==> src/rtl/fetch_queue.sv <==
// Instruction buffer between fetch and decode: circular queue of {pc, inst}
// entries with a registered look-ahead stall back to fetch and a flush.

module fq_entry #(
  parameter int W = 96
) (
  input  logic         clk,
  input  logic         i_we,
  input  logic [W-1:0] i_d,
  output logic [W-1:0] o_q
);
  logic [W-1:0] r_q;

  // Payload storage only; validity is tracked by the queue count.
  always_ff @(posedge clk) begin
    if (i_we) r_q <= i_d;
  end

  assign o_q = r_q;
endmodule

module fetch_queue #(
  parameter int DEPTH        = 4,
  parameter int ADDR_WIDTH   = 64,
  parameter int INST_WIDTH   = 32,
  parameter int STALL_MARGIN = 1
) (
  input  logic                     clk,
  input  logic                     reset_n,
  input  logic                     in_valid,
  input  logic [ADDR_WIDTH-1:0]    in_addr,
  input  logic [INST_WIDTH-1:0]    in_data,
  output logic                     fetch_stall,
  input  logic                     id_ready,
  output logic                     out_valid,
  output logic [ADDR_WIDTH-1:0]    out_addr,
  output logic [INST_WIDTH-1:0]    out_data,
  input  logic                     flush,
  output logic [$clog2(DEPTH):0]   count,
  output logic                     overflow
);
  localparam int PW = $clog2(DEPTH);
  localparam int CW = PW + 1;

  typedef struct packed {
    logic [ADDR_WIDTH-1:0] addr;
    logic [INST_WIDTH-1:0] inst;
  } fq_entry_t;

  localparam int EW = $bits(fq_entry_t);

  logic [PW-1:0] r_head, r_tail;
  logic [CW-1:0] r_count;
  logic          r_stall, r_overflow;

  logic          w_empty, w_full, w_push, w_pop, w_drop;
  logic [CW-1:0] w_count_nxt;
  fq_entry_t     w_wr;
  fq_entry_t     w_head_ent;
  logic [EW-1:0] w_q [DEPTH];

  assign w_empty = (r_count == '0);
  assign w_full  = (r_count == CW'(DEPTH));
  assign w_pop   = !w_empty && id_ready && !flush;
  // A full queue still accepts a push when the head leaves in the same cycle.
  assign w_push  = in_valid && !flush && (!w_full || w_pop);
  assign w_drop  = in_valid && !flush && w_full && !w_pop;

  assign w_wr.addr = in_addr;
  assign w_wr.inst = in_data;

  for (genvar g = 0; g < DEPTH; g++) begin : g_ent
    fq_entry #(.W(EW)) u_ent (
      .clk  (clk),
      .i_we (w_push && (r_tail == PW'(g))),
      .i_d  (w_wr),
      .o_q  (w_q[g])
    );
  end

  always_comb begin
    w_count_nxt = r_count;
    if (flush)
      w_count_nxt = '0;
    else if (w_push && !w_pop)
      w_count_nxt = r_count + CW'(1);
    else if (w_pop && !w_push)
      w_count_nxt = r_count - CW'(1);
  end

  always_ff @(posedge clk or negedge reset_n) begin
    if (!reset_n) begin
      r_head     <= '0;
      r_tail     <= '0;
      r_count    <= '0;
      r_stall    <= 1'b0;
      r_overflow <= 1'b0;
    end else begin
      r_count <= w_count_nxt;
      // Stall is raised one entry early to absorb fetch's in-flight instruction.
      r_stall <= (w_count_nxt >= CW'(DEPTH - STALL_MARGIN));
      if (w_drop) r_overflow <= 1'b1;
      if (flush) begin
        r_head <= '0;
        r_tail <= '0;
      end else begin
        if (w_push) r_tail <= r_tail + PW'(1);
        if (w_pop)  r_head <= r_head + PW'(1);
      end
    end
  end

  assign w_head_ent  = w_q[r_head];
  assign out_valid   = !w_empty;
  assign out_addr    = w_empty ? '0 : w_head_ent.addr;
  assign out_data    = w_empty ? '0 : w_head_ent.inst;
  assign fetch_stall = r_stall;
  assign count       = r_count;
  assign overflow    = r_overflow;
endmodule

==> config.mk <==
export PLATFORM = sky130hd
export DESIGN_NAME = fetch_queue
export DESIGN_NICKNAME = d
export VERILOG_FILES = /design/src/rtl/fetch_queue.sv
export SDC_FILE = /design/constraint.sdc
export NUM_CORES = 1
export LEC_CHECK = 0
export ABC_CLOCK_PERIOD_IN_PS = 10560
export CAP_MARGIN = 20
export CORE_ASPECT_RATIO = 1.2
export CORE_MARGIN = 2
export CORE_UTILIZATION = 59
export CTS_BUF_LIST = sky130_fd_sc_hd__clkbuf_4 sky130_fd_sc_hd__clkbuf_8 sky130_fd_sc_hd__clkbuf_16
export CTS_CLUSTER_SIZE = 10
export DETAILED_ROUTE_END_ITERATION = 6
export PLACE_DENSITY_LB_ADDON = 0.12
export SYNTH_ARGS = -nofsm -noshare
export SYNTH_HDL_FRONTEND = slang
export SYNTH_SLANG_ARGS = --single-unit
==> constraint.sdc <==
create_clock -name clk -period 10.56 [get_ports clk]
set_input_delay 3.168 -clock clk [delete_from_list [all_inputs] [get_ports clk]]
set_output_delay 3.168 -clock clk [all_outputs]
set_load 0.03 [all_outputs]
## Yosys cells after proc, flatten, opt, wreduce, memory -nomap -nowiden

Index checks and enable logic that the tools add are counted.

| cells by class | value |
|---|---|
| add/sub/neg operators | 4 |
| multipliers | 0 |
| div/mod/pow operators | 0 |
| order comparisons | 2 |
| eq/ne operators | 4 |
| shift operators | 0 |
| muxes and demuxes | 12 |
| bitwise logic cells | 1 |
| reductions and logical operators | 22 |

Operator list:

| cell | number |
|---|---|
| binary-select mux 96 bit (select 2 bit) | 1 |
| 2-to-1 mux 96 bit | 2 |
| 2-to-1 mux 64 bit | 1 |
| 2-to-1 mux 32 bit | 1 |
| logical AND 1 bit | 12 |
| 2-to-1 mux 3 bit | 3 |
| 2-to-1 mux 2 bit | 4 |
| logical NOT 1 bit | 5 |
| adder 2 x 1 -> 2 bit (second input constant) | 2 |
| equality test 2 bit (second input constant) | 2 |
| nonzero test 2 bit | 2 |
| adder 3 x 1 -> 3 bit (second input constant) | 1 |
| equality test 3 bit (second input constant) | 1 |
| greater-or-equal comparator 3 x 2 -> 1 bit (second input constant) | 1 |
| greater-or-equal comparator 3 bit (second input constant) | 1 |
| logical NOT 3 bit | 1 |
| inverter 2 -> 3 bit | 1 |
| subtractor 3 x 1 -> 3 bit (second input constant) | 1 |
| equality test 2 x 1 -> 1 bit (second input constant) | 1 |
| logical NOT 2 bit | 1 |
| logical OR 1 bit | 1 |

| word-level totals | value |
|---|---|
| register bits after elaboration | 393 |
| bits in latches | 0 |
| memory bits (writable) | 0 |
| memory bits (read-only) | 0 |
| input bits | 101 |
| output and inout bits | 102 |
| word-level logic and storage cells | 54 |
| memories kept | 0 |

## Longest topological paths before layout

| depth | value |
|---|---|
| depth after elaboration | 12 |
| mapped depth | 8 |
| depth with buffers taken out | 7 |

## Cells and area by module

A second synthesis with hierarchy kept.

| second synthesis, totals | value |
|---|---|
| cells, all modules | 677 |
| area total of the unflattened synthesis | 15107.0 sq um |

Modules (own cells, without submodules):

| module | times used | cells an instance | area an instance (sq um) | seq. area each (sq um) |
|---|---|---|---|---|
| fq_entry | 4 | 96 | 2882.8 | 2882.8 |
| fetch_queue | 1 | 293 | 3575.9 | 225.2 |

## Worst setup path before layout

No wires, ideal clock.

| timing path | value |
|---|---|
| path type | input to register |
| from | in flush |
| to | reg g_ent[0].u_ent.r_q[0] (enable) |
| setup time | 466 ps |
| data arrival time | 5861 ps |
| required time | 10094 ps |
| path slack | 4233 ps |
| cell stages on the path | 3 |
| path buffers | 0 |
| path through | nand2b_1 -> nor2b_1 -> and2_1 |

| on the way | value |
|---|---|
| word-level cells in the longest chain between the ends | 5 |
| elaborated cells between the ends (all ways) | 6 |
| classes of those cells | reduce/logical: 6 |

Ends and longest elaborated chain:

| item | RTL line | text |
|---|---|---|
| from (decl) | 38 | `input logic flush,` |
| logical NOT 1 bit (*) | 64, 66 |  |
| logical AND 1 bit | 64 | `assign w_pop = !w_empty && id_ready && !flush;` |
| logical OR 1 bit | 66 | `assign w_push = in_valid && !flush && (!w_full \|\| w_pop);` |
| logical AND 1 bit (*) | 66 |  |
| logical AND 1 bit (*) | 75 | `.i_we (w_push && (r_tail == PW'(g))),` |
| named net g_ent[0].u_ent.i_we | 8 | `input logic i_we,` |
| to (signal assigned) | 16 | `if (i_we) r_q <= i_d;` |
| to (decl) | 12 | `logic [W-1:0] r_q;` |

The timed path passes the listed nets; every way through them passes the cells marked *.
A chain may end at the register's enable or synchronous reset.

## Worst setup path in the final report

| timing path | value |
|---|---|
| from | reg r_head[0] |
| to | out out_data[6] |

| on the way | value |
|---|---|
| word-level cells in the longest chain between the ends | 5 |

Ends and longest elaborated chain:

| item | RTL line | text |
|---|---|---|
| from (decl) | 52 | `logic [PW-1:0] r_head, r_tail;` |
| from (signal assigned) | 108 | `if (w_pop) r_head <= r_head + PW'(1);` |
| inverter 2 -> 3 bit (not written as such) | 113 | `assign w_head_ent = w_q[r_head];` |
| binary-select mux 96 bit (select 2 bit) | 113 |  |
| 2-to-1 mux 96 bit (not written as such) (2 in a row) | 113 |  |
| 2-to-1 mux 32 bit | 116 | `assign out_data = w_empty ? '0 : w_head_ent.inst;` |
| to (decl) | 37 | `output logic [INST_WIDTH-1:0] out_data,` |

Every way passes these cells. The select of a mux whose other input is x is not followed.

==> flow_summary_export.csv <==
group,metric,value,unit
yosys,synth_seq_area_share,78.0,%
floorplan,die_w,150,µm
place,hpwl,16300,µm
global_route,antenna_found_initial,0,
detailed_routing,routed_via_density,5.77,
run_status,status,"complete, no violations",
detailed_routing,drt_iter0_drc,392,
timing,tns,0,ps
layout,area_growth,24.3,%
timing,slew_viol_final,0,
yosys,synth_seq_cells,393,
clock_network,clk_latency,520,ps
power,power_density,237,nW/µm²
floorplan,coreArea,25300,µm²
floorplan,die_area,26800,µm²
detailed_routing,wl_met1,11300,µm
worst_setup_path,max_stage_delay,1080,ps
power,power.leakage,5.99,nW
layout,multiInputGateArea,3120,µm²
clock_network,cts_num_sinks,393,
floorplan,die_h,179,µm
timing,tightest_slew,998,ps
global_route,grt_pass1_vias,7852,
floorplan,io_pins,203,
timing,clock.fmax,0.145,GHz
clock_network,cts_setup_buffers,0,
place,place.gp.congestion,0.798,
job,cap_violations,0,
detailed_routing,top_layer,"met4",
layout,seq_area,11800,µm²
yosys,avgSynthCellArea,22.4,µm²
yosys,synthesis.instances,673,
place,io_buffers,202,
worst_setup_path,crit_required,7390,ps
detailed_routing,vias,7166,
layout,nFillCells,1517,
hold_path,min_path_type,"register to register",
floorplan,start_util,59.6,%
detailed_routing,drc,0,
floorplan,rows,64,
worst_setup_path,critPathCaptureType,"output pin",
place,place_inst,1180,
power,peakVddDrop,0.224,mV
global_route,grt_max_degree,84,
clock_network,cts_resized,0,
yosys,synth_area,15100,µm²
layout,mostFrequentLayoutCell,"edfxtp_1",
worst_setup_path,arrival,3740,ps
yosys,syn_nets,781,
worst_setup_path,crit_type,"register to output pin",
detailed_routing,dr_wl_met2,14600,µm
yosys,synth.distinct_cells,31,
detailed_routing,firstDrtPassIters,5,
timing,min_period,6910,ps
detailed_routing,met3_length,1940,µm
timing,max_slew_margin,33.5,%
global_route,grt_use_total,21.7,%
clock_network,cts_tree,"yes",
yosys,ys_warn_count,0,
global_route,grt_pass1_wl,43600,µm
timing,finalSetupViolCount,0,
clock_network,holdBufCountCts,0,
worst_setup_path,slowest_stage,"dfrtp_4",
worst_setup_path,start_kind,"register",
clock_network,cts_buffer_depth,3,
timing,hold_viol,0,
clock_network,numCtsBuffers,45,
layout,fin_nets,1007,
worst_setup_path,crit_chain,"buf_4 -> buf_16 -> mux4_2 -> and2_1 -> clkdlybuf4s50_1",
clock_network,htreeDepth,2,
clock_network,path_clk_slew,50,ps
timing,fin_crit_sh,65.4,%
timing,rsz0062_at_grt,"false",
timing,skew,10.9,ps
global_route,overflow,0,
clock_network,cts-root-buf,"clkbuf_16",
worst_setup_path,worstPathMaxFanout,48,
detailed_routing,routed_wl,28300,µm
layout,final_cell_mix,"edfxtp_1, clkdlybuf4s50_1, mux4_2, and2_1, clkbuf_16",
detailed_routing,wl_per_cell,22.8,µm
detailed_routing,ant_nets,0,
layout,drive_gt1_share,18.9,%
layout,final_cells,1241,
state kept, by name, summed over array words and instances (netlist names):
| register | count |
|---|---|
| g_ent.u_ent.o_q | 384 |
| count | 3 |
| r_head | 2 |
| r_tail | 2 |
| fetch_stall | 1 |
| overflow | 1 |
worst max-delay path: cells and delay by family, from the launching register on:
kind / cells / cell delay [ps]
buffers and inverters: 3 / 1300
DFF: 1 / 1080
muxes: 1 / 570
and+or+nand+nor: 1 / 200
report_power, final:
group	leakage, nW	switching [mW]	total [mW]	internal [mW]
clock	0.628	0.526	1.34	0.811
sequential	3.60	0.0651	1.85	1.78
combinational	1.76	0.674	1.26	0.586
per-layer routing:
| layer | global-route usage [%] | up-vias |
|---|---|---|
| li1 | - | 3164 |
| met1 | 28.5 | 3739 |
| met2 | 36.8 | 232 |
| met3 | 5.47 | 31 |
| met4 | 5.39 | 0 |
| met5 | 0 | - |
Yosys cell counts:
cell / instances / area share, %
edfxtp_1: 384 / 77
and2_1: 100 / 4.2
mux4_2: 96 / 14
clkbuf_1: 16 / 0.40
buf_2: 12 / 0.40
dfrtp_1: 9 / 1.5
ha_1: 7 / 0.58
nor2_1: 7 / 0.17
inv_1: 5 / 0.12
nand3b_1: 4 / 0.20
buf_6: 3 / 0.22
nand2_1: 3 / 0.075
nand2b_1: 3 / 0.12
nor2b_1: 3 / 0.12
a21oi_1: 2 / 0.066
o22ai_1: 2 / 0.083
xnor2_1: 2 / 0.12
xor2_1: 2 / 0.12
a221oi_1: 1 / 0.058
a2bb2oi_1: 1 / 0.058
buf_12: 1 / 0.13
buf_4: 1 / 0.050
inv_2: 1 / 0.025
mux2_2: 1 / 0.075
nand3_1: 1 / 0.033
nor3_1: 1 / 0.033
o21ai_0: 1 / 0.033
o21bai_1: 1 / 0.050
o311ai_0: 1 / 0.058
o31ai_1: 1 / 0.050
or4_1: 1 / 0.050
through the flow:
step	power, mW	setup slack [ps]	hold slack (ps)	utilization (%)	instance area (µm²)
global route	4.62	3380	578	74.0	18700
CTS	4.49	3190	533	73.8	18700
finish	4.45	3650	557	74.0	18700
global placement	3.13	3750	501	68.8	17400
detailed placement	3.15	3750	514	68.9	17400
floorplan	2.67	4230	579	-	15100
path summary, 6_finish.rpt:
kind / from / end / slack, ps / cells past startpoint
worst min register to register: overflow$_DFFE_PN0P_ / overflow$_DFFE_PN0P_ / 560 / 1
worst max register to register: count[0]$_DFF_PN0_ / g_ent[2].u_ent.o_q[45]$_DFFE_PP_ / 7360 / 6
max in group asynchronous: reset_n / r_head[0]$_DFFE_PN0P_ / 7290 / 1
worst min-delay path: overflow$_DFFE_PN0P_ / overflow$_DFFE_PN0P_ / 560 / 1
worst max-delay path: r_head[0]$_DFFE_PN0P_ / out_data[6] / 3650 / 5
min in group asynchronous: reset_n / fetch_stall$_DFF_PN0_ / 2950 / 1
cell type report:
type | instances | area share [%]
antenna | 1 | 0.0134
clock buffer | 55 | 6.60
clock inverter | 3 | 0.100
inverter | 6 | 0.120
multi-input combinational | 241 | 16.7
sequential | 393 | 62.8
tap | 330 | 2.20
timing repair buffer | 212 | 11.5
cells by family after synthesis:
family	share of synthesized area (%)
multiplexers	14.4
buffers and inverters	1.35
adder cells (fa/ha/maj)	0.581
flip-flops	78.0
AO/OA/AOI/OAI	0.457
XOR/XNOR	0.232
AND/OR/NAND/NOR	4.96
No activity file was read; power rests on OpenSTA's default activity.
